<file path="config.mk">
export PLATFORM = sky130hd
export DESIGN_NAME = uart_rx_assembler
export DESIGN_NICKNAME = d
export VERILOG_FILES = /design/src/rtl/uart_rx_assembler.sv
export SDC_FILE = /design/constraint.sdc
export NUM_CORES = 1
export LEC_CHECK = 0
export ABC_AREA = 1
export CAP_MARGIN = 20
export CELL_PAD_IN_SITES_DETAIL_PLACEMENT = 1
export CELL_PAD_IN_SITES_GLOBAL_PLACEMENT = 1
export CORE_UTILIZATION = 25
export CTS_BUF_LIST = sky130_fd_sc_hd__clkbuf_8
export DETAILED_ROUTE_END_ITERATION = 12
export HOLD_SLACK_MARGIN = 0.05
export PLACE_DENSITY_LB_ADDON = 0.05
export SETUP_SLACK_MARGIN = 0.5
export SYNTH_ARGS = -nofsm -noshare
export SYNTH_HDL_FRONTEND = slang
export SYNTH_SLANG_ARGS = --single-unit
</file>
<file path="constraint.sdc">
create_clock -name clk -period 1.4 [get_ports clk]
set_clock_uncertainty 0.05 [all_clocks]
set_input_delay 0.21 -clock clk [delete_from_list [all_inputs] [get_ports clk]]
set_output_delay 0.21 -clock clk [all_outputs]
set_load 0.1 [all_outputs]
</file>
<file path="src/rtl/uart_rx_assembler.sv">
// Packs bytes from an upstream UART receiver into WORD_BYTES-wide words, first byte in the MSB.
// Optional inter-byte timeout is enabled by defining UART_RX_ASSEMBLER_TIMEOUT_EN.
module uart_rx_assembler #(
  parameter int CLOCK_RATE    = 10_000_000,
  parameter int BAUD_RATE     = 115_200,
  parameter int WORD_BYTES    = 4,
  parameter int TIMEOUT_BYTES = 2
) (
  input  logic                    clk,
  input  logic                    rst,
  input  logic [7:0]              data,
  input  logic                    dataIsValid,
  output logic [8*WORD_BYTES-1:0] word,
  output logic                    wordValid,
  input  logic                    wordReady,
  output logic [3:0]              byteCount,
  output logic                    overrun,
  output logic                    timedOut
);

  localparam logic [3:0] LAST_IDX = 4'(WORD_BYTES - 1);

  typedef enum logic {COLLECT, HOLD} state_t;

  state_t                  state_q, state_d;
  logic [8*WORD_BYTES-1:0] word_q, word_d;
  logic [3:0]              cnt_q, cnt_d;
  logic                    dv_q;
  logic                    armed_q;
  logic                    ovr_q, ovr_d;
  logic                    byte_evt;
  logic                    tmo_hit;

  // armed_q blocks a level that was already high when reset released from posing as an edge.
  assign byte_evt = dataIsValid & ~dv_q & armed_q;

  always_ff @(posedge clk) begin
    if (rst) begin
      state_q <= COLLECT;
      word_q  <= '0;
      cnt_q   <= '0;
      dv_q    <= 1'b0;
      armed_q <= ~dataIsValid;
      ovr_q   <= 1'b0;
    end else begin
      state_q <= state_d;
      word_q  <= word_d;
      cnt_q   <= cnt_d;
      dv_q    <= dataIsValid;
      armed_q <= armed_q | ~dataIsValid;
      ovr_q   <= ovr_d;
    end
  end

  always_comb begin
    state_d = state_q;
    word_d  = word_q;
    cnt_d   = cnt_q;
    ovr_d   = 1'b0;
    case (state_q)
      COLLECT: begin
        if (byte_evt) begin
          word_d = {word_q[8*WORD_BYTES-9:0], data};
          if (cnt_q == LAST_IDX) begin
            state_d = HOLD;
            cnt_d   = '0;
          end else begin
            cnt_d = cnt_q + 4'd1;
          end
        end else if (tmo_hit) begin
          word_d = '0;
          cnt_d  = '0;
        end
      end
      HOLD: begin
        // A byte arriving on the transfer cycle starts the next word instead of being dropped.
        if (wordReady) begin
          state_d = COLLECT;
          if (byte_evt) begin
            word_d = {word_q[8*WORD_BYTES-9:0], data};
            cnt_d  = 4'd1;
          end
        end else if (byte_evt) begin
          ovr_d = 1'b1;
        end
      end
      default: state_d = COLLECT;
    endcase
  end

`ifdef UART_RX_ASSEMBLER_TIMEOUT_EN
  localparam int LIMIT = TIMEOUT_BYTES * ((10 * CLOCK_RATE) / BAUD_RATE);
  localparam int TW    = (LIMIT > 1) ? $clog2(LIMIT) : 1;

  logic [TW-1:0] tmo_q, tmo_d;
  logic          to_q;

  // Counts idle cycles of a partial word; a byte on the expiry cycle takes priority.
  always_comb begin
    tmo_hit = 1'b0;
    tmo_d   = tmo_q;
    if (byte_evt || (state_q != COLLECT) || (cnt_q == 4'd0)) begin
      tmo_d = '0;
    end else if (tmo_q == TW'(LIMIT - 1)) begin
      tmo_hit = 1'b1;
      tmo_d   = '0;
    end else begin
      tmo_d = tmo_q + TW'(1);
    end
  end

  always_ff @(posedge clk) begin
    if (rst) begin
      tmo_q <= '0;
      to_q  <= 1'b0;
    end else begin
      tmo_q <= tmo_d;
      to_q  <= tmo_hit;
    end
  end

  assign timedOut = to_q;
`else
  assign tmo_hit  = 1'b0;
  assign timedOut = 1'b0;
`endif

  assign word      = word_q;
  assign wordValid = (state_q == HOLD);
  assign byteCount = cnt_q;
  assign overrun   = ovr_q;

endmodule

</file>
==> flow_summary.toml, run 1 <==
[outcome]
status = "complete, no violations"

[floorplan]
die_area_sq_um = 6350
die_width_microns = 79.7
io_pins = 51
rows = 27
die_h_microns = 79.7
fp.coreArea_sq_um = 5680
initial_core_util_pct = 26.6

[global_routing]
overflow = 0
track_usage_pct = 18.2
grt_max_degree = 36
grt_pass1_vias = 1770
antenna_found_initial = 0
grt_pass1_wl_microns = 8710

[route]
drc = 0
detail_route.wirelength_microns = 5700
wl_per_cell_microns = 16.1
drt.antenna.violating_nets = 0
avgViaCountPerCell = 4.55
vias = 1614
drtIter0Drc = 82
firstDrtPassIters = 4

[critical_path]
crit_type = "reg -> reg"
cp-start-kind = "flip-flop"
path_max_fanout = 10
cp_data_arrival_time_ns = 1.37
endpoint_kind = "flip-flop"
required_ns = 1.54
rrSetupSlack_ns = 0.17

[synth]
yosysUniqueCellTypes = 20
synth-warning-count = 0
ys_seq_area_share_pct = 53.1
synth.ff_latch_count = 40
syn_avg_cell_area_sq_um = 7.77
syn_nets = 207
synthesis.instances = 194
netlist_area_sq_um = 1510

[cells_and_area]
nFillCells = 628
drive_gt1_share_pct = 53.4
seq_area_sq_um = 926
multi_input_area_sq_um = 669
fin_nets = 295
area_growth_syn_to_layout_pct = 112
stdcell_count = 355
antenna_cells = 0
fin_util_pct = 56.3

[job]
maxCapViolations = 0

[pwr]
p_clk_share_pct = 33.5
p_seq_share_pct = 33.4
internal-power_mw = 2.60
p_comb_share_pct = 33.0
power_density_nw_per_um2 = 1220
p_sw_share_pct = 33.3
peakVddDrop_mv = 0.559
p_sw_mw = 1.30
total_leakage_power_nw = 1.39

[clock_tree]
clock_sinks = 40
htree_num_levels = 2
ctsHoldBuffers = 0
clk_pin_slew_ns = 0.08
clockRootBuffer = "clkbuf_8"
cts_buffers = 5
clockBufferDepth = 2
cts_tree = "yes"
insertion_delay_ns = 0.29

[sta]
max_freq_ghz = 0.813
setup_viol = 0
period_needed_ns = 1.23
fin_crit_sh_pct = 87.8
drv_slew = 0
fin_setup_tns_ns = 0
rsz0062_at_grt = "true"
whs_ns = 0.238
hold_viol_final = 0

[place]
place_congestion = 0.705
dp.cells = 313
post-dp-hpwl_microns = 3360
portBuffers = 49

[min_path]
hp-class = "in -> reg"
==> layer usage <==
metal / vias up / share of wire, % / track usage [%] / wire length, microns
met5: - / 0 / 0 / 0
met4: 0 / 0.93 / 5.09 / 53
met3: 5 / 4.0 / 3.89 / 229
met2: 41 / 52 / 32.7 / 2970
met1: 776 / 43 / 21.5 / 2450
li1: 792 / - / - / -
==> cells by family after synthesis <==
| logic type | count (synthesis) | synth area share [%] |
|---|---|---|
| and+or+nand+nor | 94 | 24.8 |
| buffers and inverters | 21 | 8.71 |
| other | 1 | 0.249 |
| AOI/OAI and AO/OA | 37 | 12.3 |
| adders and majority gates | 1 | 0.830 |
| DFF | 40 | 53.1 |
==> worst paths after layout <==
check / from / to / depth (start not counted)
max: wordValid / word[8] / 7
min: rst / overrun / 3
max reg2reg: wordValid / word[8] / 7
min reg2reg: word[5] / word[13] / 2
==> registers in the layout, indices dropped and copies added (netlist names) <==
name and cells:
word 32, overrun 1, armed_q 1, wordValid 1, byteCount 4, dv_q 1
==> synthesized netlist by cell type <==
cell type,n,area [sq um]
nor2_1,72,270
dfxtp_1,40,801
o21ai_0,22,110
nand2_1,12,45.0
o21ai_1,11,55.1
inv_1,8,30.0
buf_6,6,67.6
nand3_1,5,25.0
a21oi_1,4,20.0
clkbuf_1,3,11.3
nor2_2,2,12.5
buf_4,1,7.51
clkbuf_2,1,5.00
conb_1,1,3.75
ha_1,1,12.5
inv_2,1,3.75
inv_4,1,6.26
nand3_2,1,10.0
nand4_1,1,6.26
nor3_1,1,5.00
==> worst max-delay path: stages, from the launching register on <==
cell and delay (ns):
dfxtp_4 0.37, inv_4 0.05, nor2_4 0.11, nor2_4 0.05
buf_4 0.15, buf_16 0.14, o21ai_0 0.15, nor2_1 0.06
==> what timing repair did <==
action,CTS,global route
cloned,1,2
pin swaps,2,2
buffers inserted,31,0
setup endpoints to repair,76,77
gates resized for setup,24,17
==> layout make-up <==
class / count / area share (%)
tap: 72 / 2.82
inverter: 10 / 1.65
clock inverter: 3 / 2.82
timing repair buffer: 92 / 40.6
clock buffer: 5 / 2.15
multi-input combinational: 133 / 21.0
sequential: 40 / 29.0
==> metrics by stage <==
stage / cell area, sq um / power (mW) / setup WS (ns)
final: 3190 / 3.89 / 0.171
after global routing: 3190 / 4.02 / 0.109
after CTS: 3130 / 3.88 / 0.164
after detailed placement: 2640 / 2.45 / -0.283
after global placement: 2640 / 2.43 / -0.195
after floorplan: 1660 / 1.99 / 0.0758
==> cells in the final DEF, fill, tap and decap left out, drive strengths merged <==
cell type,synthesis,final
buf,7,80
nor2,74,74
dfxtp,40,40
o21ai,33,33
nand2,12,12
inv,10,10
clkdlybuf4s50,0,9
clkbuf,4,6
nand3,6,6
a21oi,4,4
bufinv,0,3
nand4,1,1
nor3,1,1
ha,1,1
conb,1,1
dlymetal6s2s,0,1
dlygate4sd2,0,1
==> power by group through the flow <==
stage	registers (mW)	logic (mW)	clock network [mW]
floorplan	1.81	0.179	0
global placement	1.33	1.09	0
detailed placement	1.34	1.11	0
CTS	1.30	1.25	1.33
global route	1.31	1.34	1.37
finish	1.30	1.29	1.31
Power figures use the tool's default switching activity.
==> inputs of run 2 (changes only) <==
--- a/config.mk
+++ b/config.mk
@@ -9,11 +9,14 @@
 export CAP_MARGIN = 20
 export CELL_PAD_IN_SITES_DETAIL_PLACEMENT = 1
 export CELL_PAD_IN_SITES_GLOBAL_PLACEMENT = 1
+export CORE_ASPECT_RATIO = 1.2
 export CORE_UTILIZATION = 25
 export CTS_BUF_LIST = sky130_fd_sc_hd__clkbuf_8
 export DETAILED_ROUTE_END_ITERATION = 12
+export GPL_TIMING_DRIVEN = 0
 export HOLD_SLACK_MARGIN = 0.05
 export PLACE_DENSITY_LB_ADDON = 0.05
+export RECOVER_POWER = 25
 export SETUP_SLACK_MARGIN = 0.5
 export SYNTH_ARGS = -nofsm -noshare
 export SYNTH_HDL_FRONTEND = slang
==> flow_summary.toml, run 2 (same netlist as run 1, synthesis figures left out) <==
[route]
vias = 1577
avgViaCountPerCell = 4.34
wl_per_cell_microns = 13.6
drt.antenna.violating_nets = 0
detail_route.wirelength_microns = 4940
drc = 0
drtIter0Drc = 22
firstDrtPassIters = 3

[floorplan]
die_area_sq_um = 6350
die_h_microns = 87.1
io_pins = 51
fp.coreArea_sq_um = 5740
initial_core_util_pct = 26.3
die_width_microns = 72.9
rows = 30

[place]
post-dp-hpwl_microns = 3060
place_area_sq_um = 2250
portBuffers = 49
dp.cells = 323
place_congestion = 0.674

[global_routing]
grt_max_degree = 12
antenna_found_initial = 0
grt_pass1_vias = 1671
track_usage_pct = 17.0
overflow = 0
grt_pass1_wl_microns = 8110

[cells_and_area]
fin_util_pct = 51.2
final_area_sq_um = 2940
stdcell_count = 363
final_common_cell = "nor2_1"
largest_register_ffs = 32
fin_nets = 295
drive_gt1_share_pct = 59.4
antenna_cells = 0
layout_common_cells = "nor2_1 (46), buf_4 (32), dfxtp_4 (29)"
area_growth_syn_to_layout_pct = 94.9

[pwr]
p_comb_share_pct = 36.5
peakVddDrop_mv = 0.499
power_mw = 3.26
power_density_nw_per_um2 = 1110
p_clk_share_pct = 24.3
internal-power_mw = 2.00
p_sw_mw = 1.26
p_seq_share_pct = 39.2
total_leakage_power_nw = 1.27
p_sw_share_pct = 38.7

[clock_tree]
cts_tree = "yes"
ctsHoldBuffers = 0
insertion_delay_ns = 0.29
clockBufferDepth = 2
clockRootBuffer = "clkbuf_8"
cts_buffers = 5
clock_sinks = 40
clk_pin_slew_ns = 0.07
htree_num_levels = 2

[sta]
setup_viol = 0
fin_crit_sh_pct = 89.4
drv_slew = 0
fin_setup_tns_ns = 0
max_freq_ghz = 0.799
period_needed_ns = 1.25
hold_viol_final = 0
rsz0062_at_grt = "true"

[job]
maxCapViolations = 0

[min_path]
holdPathStages = 2
hold_start = "rst"
hp-class = "in -> reg"
min_to = "byteCount[1]"

[critical_path]
required_ns = 1.54
path_max_fanout = 10
r2r-start = "wordValid"
crit_type = "in -> reg"
cp_data_arrival_time_ns = 1.39
cp-start-kind = "input port"
rrSetupSlack_ns = 0.16
rr_worst_depth = 8
r2r_end = "word[2]"
endpoint_kind = "flip-flop"
cp-startpoint = "wordReady"

[outcome]
status = "complete, no violations"
-- run 2: cell count changes in the layout (fill, tap and decap cells not counted), moves of 3 or more --
cell,previous run,this run
inv_1,6,9
clkbuf_4,0,18
o21ai_2,8,3
nor2_2,4,18
bufinv_16,3,0
nor2_1,68,46
buf_12,42,24
o21ai_1,22,25
nor2_4,2,10
clkbuf_2,0,3
-- run 2: worst max-delay path by stage --
stage                         to  depth (start not counted)
detailed placement       word[5]                          5
CTS                 byteCount[0]                          1
global route            word[21]                          8
finish                   word[2]                          8
global placement         word[5]                          5
floorplan               word[24]                          7
-- run 2: routing by layer --
layer | wire length (microns) | track usage (%) | vias up
li1 | - | - | 794
met1 | 2060 | 19.4 | 744
met2 | 2620 | 31.0 | 33
met3 | 203 | 4.17 | 6
met4 | 53 | 4.81 | 0
met5 | 0 | 0 | -
-- run 2: stage by stage --
step | worst slack [ns] | hold slack (ns)
floorplan | 0.0758 | 0.219
global placement | -0.470 | 0.417
detailed placement | -0.452 | 0.422
CTS | 0.154 | 0.246
global route | 0.110 | 0.137
finish | 0.148 | 0.117
-- run 2: power by group through the flow --
stage                     sequential [mW]  combinational, mW  clock (mW)
after floorplan                      1.81              0.179           0
after global placement               1.30              0.932           0
after detailed placement             1.29              0.934           0
after CTS                            1.29               1.21       0.823
after global routing                 1.29               1.25       0.850
final                                1.28               1.19       0.792
-- run 2: cell type report --
cell class,instances,area [sq um]
clock inverter,2,7.51
timing repair buffer,81,903
inverter,10,47.5
clock buffer,6,82.6
multi-input combinational,133,748
buffer,11,126
sequential,40,922
tap,80,100
fill,653,2810
-- run 2: worst max-delay path, cell delays in order --
cell             delay [ns]
clkdlybuf4s50_1        0.50
nor2_4                 0.06
nor2_4                 0.11
buf_6                  0.16
inv_8                  0.06
buf_12                 0.14
nor2_1                 0.09
nor2_1                 0.05
-- run 2: timing repair --
item / 4_1_cts / 5_1_grt
resized for setup: 373 / 41
endpoints found under the setup margin: 76 / 77
pin swaps: 3 / 1
buffers inserted: 29 / 3
==> inputs of run 3 (changes only) <==
--- a/config.mk
+++ b/config.mk
@@ -6,7 +6,6 @@
 export NUM_CORES = 1
 export LEC_CHECK = 0
 export ABC_AREA = 1
-export CAP_MARGIN = 20
 export CELL_PAD_IN_SITES_DETAIL_PLACEMENT = 1
 export CELL_PAD_IN_SITES_GLOBAL_PLACEMENT = 1
 export CORE_ASPECT_RATIO = 1.2
==> results of run 3 <==
Same layout as run 2: the final DEF is identical, and so are final timing and power.
